$ cat src/rtl/trng_sample_ctrl_if.sv
// Handshake bundle between the TRNG sampling controller and its environment:
// control inputs, the raw entropy bit, and the conditioned-word outputs.
interface trng_sample_ctrl_if #(
  parameter int DIV_W = 8
);
  logic             en;
  logic             start;
  logic [DIV_W-1:0] cfg_div;
  logic             raw_bit;
  logic             rd;
  logic [7:0]       rnd_byte;
  logic             valid;
  logic             busy;
  logic             health_fail;
  logic [2:0]       state;

  modport master (
    output en, start, cfg_div, raw_bit, rd,
    input  rnd_byte, valid, busy, health_fail, state
  );

  modport slave (
    input  en, start, cfg_div, raw_bit, rd,
    output rnd_byte, valid, busy, health_fail, state
  );
endinterface

$ cat src/rtl/trng_sample_ctrl.sv
// TRNG sampling controller: warm-up, programmable-rate sampling, Von Neumann
// debiasing into 8-bit words, and a continuous repetition-count health test.
module trng_sample_ctrl #(
  parameter int DIV_W     = 8,
  parameter int WARMUP    = 64,
  parameter int RCT_LIMIT = 32
) (
  input  logic                clk,
  input  logic                rst,
  trng_sample_ctrl_if.slave   bus
);

  typedef enum logic [2:0] {
    IDLE    = 3'd0,
    WARMUP_S = 3'd1,
    COLLECT = 3'd2,
    HOLD    = 3'd3,
    FAIL    = 3'd4
  } state_t;

  state_t           state_q;
  logic [DIV_W-1:0] div_q;
  logic [DIV_W-1:0] div_cnt;
  logic [7:0]       warm_cnt;
  logic [7:0]       rep_cnt;
  logic             prev_s;
  logic             pair_flag;
  logic             first_s;
  logic [3:0]       bit_cnt;
  logic [7:0]       sr;
  logic [7:0]       rnd_byte;
  logic             valid;
  logic             busy;
  logic             health_fail;

  logic             tick;
  logic             s;
  logic [7:0]       rep_next;
  logic             trip;
  logic [7:0]       sr_next;

  // rep_cnt of zero marks "no sample yet since start", so the first tick always restarts the run at 1
  always_comb begin
    tick     = (div_cnt == '0);
    s        = bus.raw_bit;
    rep_next = ((rep_cnt != 8'd0) && (s == prev_s)) ? rep_cnt + 8'd1 : 8'd1;
    trip     = tick && (rep_next == 8'(RCT_LIMIT));
    // A completed 10 pair yields 1 and 01 yields 0, so the output bit equals the first sample
    sr_next  = {sr[6:0], first_s};
  end

  // Main sequencer: tick divider, health test, pair conditioning and output handshake
  always_ff @(posedge clk or posedge rst) begin
    if (rst) begin
      state_q     <= IDLE;
      div_q       <= '0;
      div_cnt     <= '0;
      warm_cnt    <= 8'd0;
      rep_cnt     <= 8'd0;
      prev_s      <= 1'b0;
      pair_flag   <= 1'b0;
      first_s     <= 1'b0;
      bit_cnt     <= 4'd0;
      sr          <= 8'd0;
      rnd_byte    <= 8'd0;
      valid       <= 1'b0;
      busy        <= 1'b0;
      health_fail <= 1'b0;
    end else begin
      case (state_q)
        IDLE, FAIL: begin
          if (bus.start && bus.en) begin
            div_q       <= bus.cfg_div;
            div_cnt     <= '0;
            warm_cnt    <= 8'd0;
            rep_cnt     <= 8'd0;
            prev_s      <= 1'b0;
            pair_flag   <= 1'b0;
            first_s     <= 1'b0;
            bit_cnt     <= 4'd0;
            sr          <= 8'd0;
            health_fail <= 1'b0;
            busy        <= 1'b1;
            state_q     <= WARMUP_S;
          end
        end
        WARMUP_S, COLLECT, HOLD: begin
          div_cnt <= tick ? div_q : div_cnt - DIV_W'(1);
          if (tick) begin
            rep_cnt <= rep_next;
            prev_s  <= s;
          end
          if (trip) begin
            state_q     <= FAIL;
            health_fail <= 1'b1;
            valid       <= 1'b0;
            rnd_byte    <= 8'd0;
            busy        <= 1'b0;
          end else if (!bus.en) begin
            state_q   <= IDLE;
            valid     <= 1'b0;
            busy      <= 1'b0;
            pair_flag <= 1'b0;
            bit_cnt   <= 4'd0;
            sr        <= 8'd0;
          end else begin
            case (state_q)
              WARMUP_S: begin
                if (tick) begin
                  if (warm_cnt == 8'(WARMUP - 1)) begin
                    warm_cnt  <= 8'd0;
                    pair_flag <= 1'b0;
                    bit_cnt   <= 4'd0;
                    state_q   <= COLLECT;
                  end else begin
                    warm_cnt <= warm_cnt + 8'd1;
                  end
                end
              end
              COLLECT: begin
                if (tick) begin
                  if (!pair_flag) begin
                    first_s   <= s;
                    pair_flag <= 1'b1;
                  end else begin
                    pair_flag <= 1'b0;
                    if (first_s != s) begin
                      sr      <= sr_next;
                      bit_cnt <= bit_cnt + 4'd1;
                      if (bit_cnt == 4'd7) begin
                        rnd_byte <= sr_next;
                        valid    <= 1'b1;
                        state_q  <= HOLD;
                      end
                    end
                  end
                end
              end
              HOLD: begin
                if (bus.rd && valid) begin
                  valid     <= 1'b0;
                  bit_cnt   <= 4'd0;
                  pair_flag <= 1'b0;
                  state_q   <= COLLECT;
                end
              end
              default: state_q <= IDLE;
            endcase
          end
        end
        default: state_q <= IDLE;
      endcase
    end
  end

  assign bus.rnd_byte    = rnd_byte;
  assign bus.valid       = valid;
  assign bus.busy        = busy;
  assign bus.health_fail = health_fail;
  assign bus.state       = state_q;

endmodule

$ cat src/flat_wrapper.sv
// flat-port wrapper written by rule: the top's interface ports become plain ports
module trng_sample_ctrl_flat 
#(
  parameter int DIV_W     = 8,
  parameter int WARMUP    = 64,
  parameter int RCT_LIMIT = 32
)
  (clk, rst, bus_en, bus_start, bus_cfg_div, bus_raw_bit, bus_rd, bus_rnd_byte, bus_valid, bus_busy, bus_health_fail, bus_state);
  trng_sample_ctrl_if #(.DIV_W(DIV_W)) bus_i ();
  input  logic clk;
  input  logic rst;
  input wire logic [$bits(bus_i.en)-1:0] bus_en;
  input wire logic [$bits(bus_i.start)-1:0] bus_start;
  input wire logic [$bits(bus_i.cfg_div)-1:0] bus_cfg_div;
  input wire logic [$bits(bus_i.raw_bit)-1:0] bus_raw_bit;
  input wire logic [$bits(bus_i.rd)-1:0] bus_rd;
  output wire logic [$bits(bus_i.rnd_byte)-1:0] bus_rnd_byte;
  output wire logic [$bits(bus_i.valid)-1:0] bus_valid;
  output wire logic [$bits(bus_i.busy)-1:0] bus_busy;
  output wire logic [$bits(bus_i.health_fail)-1:0] bus_health_fail;
  output wire logic [$bits(bus_i.state)-1:0] bus_state;
  assign bus_i.en = bus_en;
  assign bus_i.start = bus_start;
  assign bus_i.cfg_div = bus_cfg_div;
  assign bus_i.raw_bit = bus_raw_bit;
  assign bus_i.rd = bus_rd;
  assign bus_rnd_byte = bus_i.rnd_byte;
  assign bus_valid = bus_i.valid;
  assign bus_busy = bus_i.busy;
  assign bus_health_fail = bus_i.health_fail;
  assign bus_state = bus_i.state;
  trng_sample_ctrl #(.DIV_W(DIV_W), .WARMUP(WARMUP), .RCT_LIMIT(RCT_LIMIT)) u_core (.clk(clk), .rst(rst), .bus(bus_i));
endmodule
$ cat config.mk
export PLATFORM = sky130hd
export DESIGN_NAME = trng_sample_ctrl_flat
export DESIGN_NICKNAME = d
export VERILOG_FILES = /design/src/rtl/trng_sample_ctrl_if.sv /design/src/rtl/trng_sample_ctrl.sv /design/src/flat_wrapper.sv
export SDC_FILE = /design/constraint.sdc
export NUM_CORES = 1
export LEC_CHECK = 0
export ABC_AREA = 0
export BUFFER_PORTS_ARGS = -buffer_cell sky130_fd_sc_hd__buf_2
export CAP_MARGIN = 25
export CORE_ASPECT_RATIO = 1.75
export CORE_MARGIN = 10
export CORE_UTILIZATION = 35
export DETAILED_ROUTE_END_ITERATION = 16
export GPL_TIMING_DRIVEN = 0
export MAX_ROUTING_LAYER = met4
export PLACE_DENSITY = 0.56
export SLEW_MARGIN = 20
export SYNTH_ARGS = -nofsm -noshare
export SYNTH_HDL_FRONTEND = slang
export SYNTH_SLANG_ARGS = --single-unit
$ cat constraint.sdc
create_clock -name clk -period 6.3 [get_ports clk]
set_clock_uncertainty 0.05 [all_clocks]
set_input_delay 0 -clock clk [delete_from_list [all_inputs] [get_ports clk]]
set_output_delay 0 -clock clk [all_outputs]
set_load 0.02 [all_outputs]
## After elaboration in Yosys (flattened, before gate mapping)

Cells that the tools add are included.

| storage, ports and cells | value |
|---|---|
| input port bits | 14 |
| output and inout port bits | 14 |
| logic and storage cells | 169 |
| register bits | 60 |

| cells by class | value |
|---|---|
| equality and inequality tests | 42 |
| mux-type cells | 80 |
| add/sub/neg operators | 4 |
| reduce and logical (&&, ||, !) cells | 29 |

Operators with widths:

| cell | number |
|---|---|
| $mux 8 | 16 |
| $pmux 8 s2 | 3 |
| $mux 7 | 6 |
| $mux 4 | 9 |
| $ne 5x3->1 const B | 7 |
| $mux 3 | 10 |
| $reduce_and 7->1 | 4 |
| $mux 1 | 24 |
| $ne 4x3->1 const B | 6 |
| $ne 4x2->1 const B | 5 |
| $add 8x1->8 const B | 2 |
| $eq 8x6->1 const B | 2 |
| $reduce_and 8->1 | 2 |
| $ne 3x2->1 const B | 5 |
| $pmux 7 s2 | 1 |
| $reduce_bool 2->1 | 7 |
| $pmux 1 s2 | 6 |
| $pmux 4 s3 | 1 |
| $ne 2x1->1 const B | 5 |
| $reduce_and 10->1 | 1 |
| $pmux 3 s3 | 1 |
| $reduce_and 3->1 | 3 |
| $logic_not 8->1 | 1 |
| $pmux 4 s2 | 1 |
| 20 further kinds | 27 |

## Longest topological paths before layout

Gate-level depths: netlist of run 1.

| logic depth | value |
|---|---|
| word-level depth | 9 |
| depth in mapped cells | 9 |
| gate-level depth less buffers | 8 |

## Worst setup path after synthesis of run 1

OpenSTA, ideal clock, no wires.

| timing path | value |
|---|---|
| path type | reg2reg |
| start point | reg u_core.div_cnt[0] |
| end point | reg u_core.rnd_byte[0] (netlist: u_core.bus.rnd_byte[0]) |
| setup slack | 3.959 ns |
| path buffers | 1 |
| setup time | 0.121 ns |
| data required time | 6.129 ns |
| cell stages (with the launch flop) | 10 |
| period minus slack after synthesis | 2.341 ns |
| arrival | 2.171 ns |
| cell sequence | dfrtp_1 -> inv_1 -> ha_1 -> or4b_4 -> nor2_8 -> nand3_2 -> or3_1 -> and3_4 -> buf_6 -> a22o_1 |

| between the ends | value |
|---|---|
| cells in the longest elaborated chain, start to end | 4 |
| elaborated cells on any way between the ends | 10 |
| classes of those cells | mux: 1; reduce/logical: 9 |

RTL lines:

| what | RTL line | RTL |
|---|---|---|
| start: declaration | trng_sample_ctrl.sv:23 | `logic [DIV_W-1:0] div_cnt;` |
| start signal: assignment | trng_sample_ctrl.sv:88 | `div_cnt <= tick ? div_q : div_cnt - DIV_W'(1);` |
| $logic_not 8->1 * | trng_sample_ctrl.sv:44 | `tick = (div_cnt == '0);` |
| $logic_and 1x1->1 | trng_sample_ctrl.sv:47 | `trip = tick && (rep_next == 8'(RCT_LIMIT));` |
| $reduce_bool 2->1 (no line) | -- |  |
| $reduce_and 7->1 (no line) | -- |  |
| end signal: assignment | trng_sample_ctrl.sv:131 | `rnd_byte <= sr_next;` |
| end: declaration | trng_sample_ctrl.sv:31 | `logic [7:0] rnd_byte;` |

Mark *: on every way between the ends. The rest lies on a longest branch, timed or not.
A chain may end at the register's enable or synchronous reset.

## Worst setup path after layout of run 1

| timing path | value |
|---|---|
| start point | reg u_core.div_cnt[0] |
| end point | reg u_core.state_q[1] (netlist: u_core.bus.state[1]) |

| between the ends | value |
|---|---|
| cells in the longest elaborated chain, start to end | 4 |
| elaborated cells on any way between the ends | 12 |
| classes of those cells | eq/ne: 7; mux: 2; reduce/logical: 3 |

RTL lines:

| what | RTL line | RTL |
|---|---|---|
| $logic_not 8->1 * | trng_sample_ctrl.sv:44 |  |
| $logic_and 1x1->1 | trng_sample_ctrl.sv:47 |  |
| $ne 5x3->1 (no line) / $mux 3 (equally long branches) | -- |  |
| $reduce_and 8->1 (no line) / $pmux 3 s2 (equally long branches) | -- |  |
| end signal: assignment | trng_sample_ctrl.sv:55 | `state_q <= IDLE;` |
| end signal: assignment | trng_sample_ctrl.sv:84 | `state_q <= WARMUP_S;` |
| end signal: assignment | trng_sample_ctrl.sv:94 | `state_q <= FAIL;` |
| end: declaration | trng_sample_ctrl.sv:21 | `state_t state_q;` |

Marks and branches as above.

==> results by group, run 1 <==
Outcome
  – Run status: completed

Global route
  – Via count of the first global-routing pass: 3,044
  – First-pass GRT wire length: 14.9 mm
  – GRT Total Usage: between 10% and 20%
  – Global-route layer with the greatest usage: met2
  – Met2 Track Usage GR: around a quarter
  – Met1 global-route usage: a little over an eighth
  – Congestion Overflow GR: 0
  – Largest net degree at the start of global routing: 33
  – GR Layer Usage met3: 2.37%
  – Initial antenna violation count: 0

Clocking
  – Total number of clock tree sinks: 60
  – Number of buffers created by CTS: 9
  – Number of levels the H-tree was split into: 3
  – Root buffer cell: clkbuf_16
  – Clk_lat worst skew: around 0.33 ns
  – Clock tree from TritonCTS: yes
  – Clk pin slew, worst setup/hold paths: approximately 0.06 ns
  – Buffer levels on the longest clock path: 2

Critical path
  – Buffers & Inverters on Critical Path: 2
  – Critical-path maximum fanout: 10
  – Type of the setup path with the least slack: flop to flop
  – Kind of end point of the critical path: flop
  – Required @ worst endpoint: 6.46 ns
  – CP max stage delay: 0.52 ns
  – Worst Reg2Reg Path Length in Cells: 9
  – Stages on worst setup path: 9
  – Critical Path AT: 2.99 ns
  – Critical Path Start Type: flop
  – Worst R2R Setup Slack: 3.47 ns
  – Slowest cell on the critical path: or4b_4
  – Worst path top cell family by delay: simple AND/OR/NAND/NOR gates
  – Cell chain of the critical path: inv_1, ha_1, or4b_4, nor2_8, nand3_2, nor4_2, buf_2, nor3_1, a311o_1

STA
  – Total negative slack for setup checks: 0 ns
  – Unrepaired setup endpoints after global routing: no
  – Max_slew headroom: 44.9%
  – Number of endpoints failing setup at the final stage: 0
  – Maximum frequency from static timing analysis: roughly 350 MHz
  – Fin. Hold Viols: 0
  – Tcrit/Tclk final: approximately 45%
  – Max Slew Vio Count: 0
  – Tightest Pin Transition: slightly above 0.8 ns
  – Final period demand of the worst path: 2.83 ns

Route
  – Antenna Violating Nets Remaining: 0
  – Drt wl/cell: 16.5 um
  – Overall routed net length: 8.90 mm
  – Pre-Repair DR Iteration Count: 4
  – Via density: 5.44
  – Remaining DRCs: 0
  – Violation count after the first detailed-routing iteration: 98
  – Total number of vias: 2,935

Logic synthesis
  – Post-synthesis sequential element count: 60
  – Area leader, netlist: dfrtp_1
  – Top area cells in the synthesized netlist: dfrtp_1 45%, nand2_1 6.6%, o21ai_0 4.7%, a22o_1 3.7%, nor2_1 3.4%
  – Top flip-flop cell by instance count after synthesis: dfrtp_1
  – Portion of synthesized cell area occupied by the leading cell type: around 45%
  – Area of the mapped netlist: 3310 um2
  – Sequential element share of the synthesized area: 45.3%
  – Mux share of post-synthesis cell area: 0.982%
  – Number of enable-type register cells in the synthesized netlist: 0
  – Area share of fa/ha/maj cells after synthesis: 2.57%
  – Average instance area after synthesis: 9.16 um2
  – Share of flip-flops with an asynchronous set or reset: 100%
  – Unique cell type count in the Yosys netlist: 62
  – Combinational family with the most area after synthesis: simple AND/OR/NAND/NOR gates
  – Simple-gate share of the synthesized area: between 20% and 30%
  – Mapped Nets: 382
  – Yosys warning total: 0
  – Gate count after technology mapping: 362
  – Xor/xnor cell area share of the yosys netlist: between 1.5 and 2%
  – Share of the synthesized area in compound gates (AO/OA/AOI/OAI): 19.7%

Power and ir drop
  – Switching power of the nets: between 0.5 and 0.6 mW
  – Switching portion of total power: approximately 37%
  – Internal power: 1.01 mW
  – Combinational power share: about a third
  – Ratio of total power to cell area: 391 nW/um2
  – Power consumption: 1.59 mW
  – Leakage component of the power: 1.79 nW
  – Maximum VDD drop: 0.155 mV
  – Fraction of power consumed by the clock network: 33.1%
  – Portion of total power attributed to sequential cells: 34.2%

Layout
  – Net count of the finished layout: 433
  – Fraction of final layout cells with drive strength greater than 1: 15.8%
  – Final std cells w/o fill: 540
  – Antenna Cells: 0
  – Relative area change from synthesis to final layout: 22.7%

Floorplan
  – Floorplan row count: 47
  – Die span in y: approximately 150 um
  – Starting density of the core: between 30% and 40%
  – Total Die Area: 13,900 um2
  – Number of placed I/O pins: 28
  – Placeable core region: 9350 um2
  – Horizontal die dimension: 93.6 um

Job
  – # Max-Cap Violations: 0

Hold path
  – Hold Path Class: primary input to async pin

Place
  – Estimated wirelength of the detail-placed design: 6.68 mm
  – Number of input and output port buffers inserted: 27
  – Routability congestion estimate: 0.890
  – Placed instance count: 512
==> worst reg2reg max path: stages (launching register included) <==
cell	delay, ns
dfrtp_1	0.40
inv_1	0.10
ha_1	0.18
or4b_4	0.52
nor2_8	0.22
nand3_2	0.13
nor4_2	0.43
buf_2	0.33
nor3_1	0.09
a311o_1	0.27
==> synthesized netlist by cell type (3+ instances only) <==
cell,instances
nor2_1,30
nand3_1,11
o22ai_1,3
nand4_1,4
nor3_1,13
a31oi_1,5
xor2_1,5
or3_1,9
nand2b_1,4
a21oi_1,14
buf_2,4
ha_1,6
nand2_1,58
o211ai_1,5
clkbuf_1,8
dfrtp_1,60
a32o_1,8
o21ai_0,31
a22o_1,14
o31ai_1,3
inv_1,11
nor2b_1,7
==> kinds of logic after synthesis <==
family,Yosys count
fa+ha+maj,7
xor+xnor,6
mux,3
simple gates,164
compound gates,97
buf+inv,25
flops,60
==> path summary, 6_finish.rpt <==
path	start	end
worst min register to register	u_core.div_q[5]	u_core.div_q[5]
worst max-delay path	u_core.div_cnt[0]	u_core.bus.state[1]
worst min-delay path	rst	u_core.warm_cnt[0]
worst max register to register	u_core.div_cnt[0]	u_core.bus.state[1]
max in group asynchronous	rst	u_core.pair_flag
min in group clk	bus_start	u_core.first_s
==> flip-flops by register name, indices dropped and copies added (netlist names), 3 cells and up <==
signal / count
u_core.bit_cnt: 4
u_core.bus.rnd_byte: 8
u_core.bus.state: 3
u_core.div_cnt: 8
u_core.div_q: 8
u_core.rep_cnt: 8
u_core.sr: 7
u_core.warm_cnt: 8
==> power groups by stage <==
stage / logic (mW) / registers [mW] / clock network [mW]
after floorplan: 0.380 / 0.538 / 0
after global placement: 0.504 / 0.547 / 0
after detailed placement: 0.514 / 0.550 / 0
after CTS: 0.524 / 0.543 / 0.533
after global routing: 0.588 / 0.556 / 0.549
final: 0.520 / 0.544 / 0.527
==> cells in the final DEF, fill, tap and decap left out, types with 8 or more instances in the layout <==
| master | count |
|---|---|
| nor2_1 | 30 |
| nor3_1 | 13 |
| dfrtp_1 | 60 |
| a21oi_1 | 14 |
| clkbuf_16 | 9 |
| nand3_1 | 11 |
| a22o_1 | 14 |
| nand2_1 | 58 |
| clkbuf_1 | 8 |
| inv_1 | 10 |
| a32o_1 | 8 |
| buf_2 | 31 |
| dlygate4sd3_1 | 12 |
| o21ai_0 | 31 |
| or3_1 | 9 |
==> repair_timing <==
action,in CTS,in global routing
gates resized for setup,0,0
hold buffers,12,0
buffers inserted,0,0
hold endpoints to repair,70,0
==> per-stage QoR <==
| stage | cell area (um2) | worst slack [ns] | hold slack, ns | util (%) |
|---|---|---|---|---|
| floorplan | 3310 | 3.96 | 0.0554 | - |
| global placement | 3600 | 3.54 | 0.141 | 38.5 |
| detailed placement | 3620 | 3.53 | -0.0247 | 38.8 |
| CTS | 4070 | 3.50 | 0.151 | 43.5 |
| global route | 4070 | 3.28 | 0.176 | 43.5 |
| finish | 4070 | 3.47 | 0.159 | 43.5 |
==> cell type report <==
class,instances,area (um2)
Fill cell,924,5280
Multi-Input combinational cell,277,1710
Sequential cell,60,1500
Clock buffer,13,280
Timing Repair Buffer,40,275
Tap cell,122,153
Buffer,14,65.1
Inverter,11,43.8
Clock inverter,3,42.5
==> routing by layer <==
layer,share of wire [%],wire length [um]
met4,3.1,275
met3,3.3,291
met1,39,3460
met2,55,4870
met5,0,0
(Power assumes the default switching activity.)
==> run 2, diff against run 1 <==
Settings changed: ABC_AREA 0 to 1.
Clock period 6.3 ns to 2.9 ns, I/O delays scaled along.
==> run 2 against run 1 <==
  * Wire length decreased by 12%
  * Critical path depth rose by 2
  * Critical path type unchanged
  * Non-clock buffer count decreased by 10
  * Maximum frequency up 32%
  * Die area is 2.8% higher
  * Area after synthesis grew 3.4%
==> results by group, run 2 <==
STA
  – Total negative slack for setup checks: 0 ns (unchanged)
  – Maximum frequency from static timing analysis: 467 MHz (was 353 MHz)
  – Unrepaired setup endpoints after global routing: no (unchanged)
  – Tightest Pin Transition: 0.680 ns (was 0.819 ns)
  – Final period demand of the worst path: 2.14 ns (was 2.83 ns)
  – Max_slew headroom: 54.4% (was 44.9%)
  – Worst hold-check slack: 0.0597 ns (was 0.159 ns)
  – Fin. Hold Viols: 0 (unchanged)
  – Number of endpoints failing setup at the final stage: 0 (unchanged)
  – Max Slew Vio Count: 0 (unchanged)
  – Tcrit/Tclk final: 73.8% (was 44.9%)

Power and ir drop
  – Switching power of the nets: 1.40 mW (was 0.583 mW)
  – Fraction of power consumed by the clock network: 29.1% (was 33.1%)
  – Switching portion of total power: 39.0% (was 36.6%)
  – Ratio of total power to cell area: 869 nW/um2 (was 391 nW/um2)
  – Combinational power share: 37.4% (was 32.7%)
  – Leakage component of the power: 2.02 nW (was 1.79 nW)
  – Maximum VDD drop: 0.381 mV (was 0.155 mV)
  – Internal power: 2.18 mW (was 1.01 mW)
  – Portion of total power attributed to sequential cells: 33.5% (was 34.2%)

Logic synthesis
  – Unique cell type count in the Yosys netlist: 38 (was 62)
  – Number of enable-type register cells in the synthesized netlist: 0 (unchanged)
  – Yosys warning total: 0 (unchanged)
  – Average instance area after synthesis: 7.97 um2 (was 9.16 um2)
  – Sequential element share of the synthesized area: 43.8% (was 45.3%)
  – Mapped Nets: 450 (was 382)
  – Post-synthesis sequential element count: 60 (unchanged)
  – Top flip-flop cell by instance count after synthesis: dfrtp_1 (unchanged)
  – Area of the mapped netlist: 3430 um2 (was 3310 um2)
  – Cell with the most instances after synthesis: nand2_1 (was dfrtp_1)
  – Portion of synthesized cell area occupied by the leading cell type: 43.8% (was 45.3%)
  – Top area cells in the synthesized netlist: dfrtp_1 44%, nand2_1 16%, inv_1 3.9%, nand3_1 3.4%, nor2_1 3.0% (was dfrtp_1 45%, nand2_1 6.6%, o21ai_0 4.7%, a22o_1 3.7%, nor2_1 3.4%)
  – Commonest cells post-synth: 144 x nand2_1, 60 x dfrtp_1, 36 x inv_1 (was 60 x dfrtp_1, 58 x nand2_1, 31 x o21ai_0)
  – Area leader, netlist: dfrtp_1 (unchanged)
  – Share of flip-flops with an asynchronous set or reset: 100% (unchanged)
  – Gate count after technology mapping: 430 (was 362)

Layout
  – Antenna Cells: 0 (unchanged)
  – Most frequent cells in the layout: 144 x nand2_1, 60 x dfrtp_1, 35 x inv_1 (was 60 x dfrtp_1, 58 x nand2_1, 31 x buf_2, 31 x o21ai_0, 30 x nor2_1)
  – Post-route cell area: 4120 um2 (was 4070 um2)
  – Net count of the finished layout: 498 (was 433)
  – Layout filler cell count: 994 (was 924)
  – Fraction of final layout cells with drive strength greater than 1: 20.3% (was 15.8%)
  – Commonest non-fill, non-tap cell in the layout: nand2_1 (was dfrtp_1)
  – Relative area change from synthesis to final layout: 20.2% (was 22.7%)

Clocking
  – Clk pin slew, worst setup/hold paths: 0.05 ns (was 0.06 ns)
  – Root buffer cell: clkbuf_16 (unchanged)
  – Number of buffers created by CTS: 9 (unchanged)
  – Post-CTS resize count: 0 (unchanged)
  – Clock tree from TritonCTS: yes (unchanged)
  – Number of levels the H-tree was split into: 3 (unchanged)
  – Buffer levels on the longest clock path: 2 (unchanged)
  – Total number of clock tree sinks: 60 (unchanged)
  – Clk_lat worst skew: 0.33 ns (about the same)

Floorplan
  – Horizontal die dimension: 94.8 um (was 93.6 um)
  – Starting density of the core: 36.0% (was 35.4%)
  – Floorplan row count: 47 (unchanged)
  – Number of placed I/O pins: 28 (unchanged)
  – Die span in y: 151 um (was 149 um)
  – Placeable core region: 9530 um2 (was 9350 um2)
  – Total Die Area: 14,300 um2 (was 13,900 um2)

Hold path
  – Hold path start: bus_en
  – Hold Path Class: primary input to flop (was primary input to async pin)

Critical path
  – CP max stage delay: 0.38 ns (was 0.52 ns)
  – Critical Path Start Type: flop (unchanged)
  – Kind of end point of the critical path: flop (unchanged)
  – Top cell by count, worst path: nand2_1
  – Timing startpoint of the critical path: u_core.warm_cnt[0] (was u_core.div_cnt[0])
  – Critical Path AT: 2.37 ns (was 2.99 ns)
  – Critical-path maximum fanout: 4 (was 10)
  – Type of the setup path with the least slack: flop to flop (unchanged)
  – Cell chain of the critical path: ha_1, nand2_1, nor3_1, nand3_1, nand2_1, inv_1, nor3_1, nand3_1, nor2_1, nand2_1, nand2_1 (was inv_1, ha_1, or4b_4, nor2_8, nand3_2, nor4_2, buf_2, nor3_1, a311o_1)
  – Worst reg2reg path startpoint: u_core.warm_cnt[0] (was u_core.div_cnt[0])
  – Slowest cell on the critical path: dfrtp_1 (was or4b_4)
  – Required @ worst endpoint: 3.12 ns (was 6.46 ns)

Place
  – Post-place instance area: 3730 um2 (was 3620 um2)
  – Number of input and output port buffers inserted: 26 (was 27)
  – Routability congestion estimate: 0.877 (was 0.890)
  – Estimated wirelength of the detail-placed design: 5.98 mm (was 6.68 mm)

Global route
  – Initial antenna violation count: 0 (unchanged)
  – First-pass GRT wire length: 13.6 mm (was 14.9 mm)
  – GR Layer Usage met3: 2.28% (was 2.37%)
  – Via count of the first global-routing pass: 2,985 (was 3,044)
  – Met1 global-route usage: 12.3% (was 13.7%)
  – GRT Total Usage: 12.3% (was 13.8%)
  – Largest net degree at the start of global routing: 37 (was 33)
  – Congestion Overflow GR: 0 (unchanged)
  – Global-route layer with the greatest usage: met2 (unchanged)
  – Met2 Track Usage GR: 21.6% (was 24.9%)

Route
  – Pre-Repair DR Iteration Count: 4 (unchanged)
  – Violation count after the first detailed-routing iteration: 130 (was 98)
  – Via density: 4.78 (was 5.44)
  – Remaining DRCs: 0 (unchanged)
  – Total number of vias: 2,887 (was 2,935)
  – Drt wl/cell: 12.9 um (was 16.5 um)
  – Overall routed net length: 7.81 mm (was 8.90 mm)
  – Antenna Violating Nets Remaining: 0 (unchanged)

Job
  – # Max-Cap Violations: 0 (unchanged)

Outcome
  – Run status: completed (unchanged)
-- run 2: cell types whose count changed after synthesis, moves of 9 or more --
| cell | change |
|---|---|
| nand2_1 | +86 |
| inv_1 | +25 |
| a22o_1 | -14 |
| o21ai_0 | -14 |
| nand3_1 | +12 |
| o21ai_2 | +9 |
| or3_1 | -9 |
-- run 2: path summary, 6_finish.rpt --
path                                      end  slack [ns]  cells after the start
min in group asynchronous  u_core.warm_cnt[3]        0.13                      3
min                          u_core.bus.valid        0.06                      4
max in group asynchronous     u_core.div_q[7]        2.17                      4
max reg2reg                 u_core.bit_cnt[0]        0.76                     11
max                         u_core.bit_cnt[0]        0.76                     11
min reg2reg                   u_core.div_q[7]        0.42                      2
-- run 2: per-stage QoR --
step,std cells,util (%),power (mW),setup slack (ns)
detailed placement,579,39.2,2.56,0.751
global route,604,43.2,3.85,0.443
global placement,578,38.9,2.54,0.484
floorplan,430,-,2.22,1.01
CTS,604,43.2,3.63,0.726
finish,604,43.2,3.58,0.759
-- run 2: logic make-up after synthesis --
family	count (synthesis)	share of synthesized area [%]
AOI/OAI and AO/OA	52	10.0
and+or+nand+nor	248	34.5
xor gates and xnor gates	12	3.07
adders and majority gates	6	2.19
DFF	60	43.8
buffers and inverters	52	6.39
-- run 2: worst max-delay path: cells and delay by family (launching register included) --
kind / cells / cell delay (ns)
adder cells (fa/ha/maj): 1 / 0.20
buffers and inverters: 1 / 0.05
flip-flops: 1 / 0.38
AND/OR/NAND/NOR: 9 / 1.40
-- run 2: cell type report --
type                       instances  area (um2)  share of cell area [%]
sequential                        60        1500                    36.5
clock buffer                      13         250                    6.08
buffer                             7        48.8                    1.19
inverter                          45         173                    4.19
tap                              122         153                    3.71
timing repair buffer              37         250                    6.08
multi-input combinational        318        1710                    41.4
clock inverter                     2        35.0                   0.851
-- run 2: routing by layer --
metal	part of all wire [%]	wire length, um
met4	2.0	160
met1	41	3170
met2	54	4190
met3	3.6	282
met5	0	0
-- run 2: timing repair --
action / 4_1_cts / 5_1_grt
buffers inserted: 0 / 0
hold endpoints to repair: 70 / 0
hold buffers: 10 / 0
-- run 2: power by group through the flow --
stage / logic [mW] / registers [mW] / clock network [mW]
6_report: 1.34 / 1.20 / 1.04
5_1_grt: 1.53 / 1.23 / 1.09
4_1_cts: 1.36 / 1.20 / 1.07
3_5_place_dp: 1.35 / 1.21 / 0
3_3_place_gp: 1.33 / 1.21 / 0
2_1_floorplan: 1.02 / 1.21 / 0
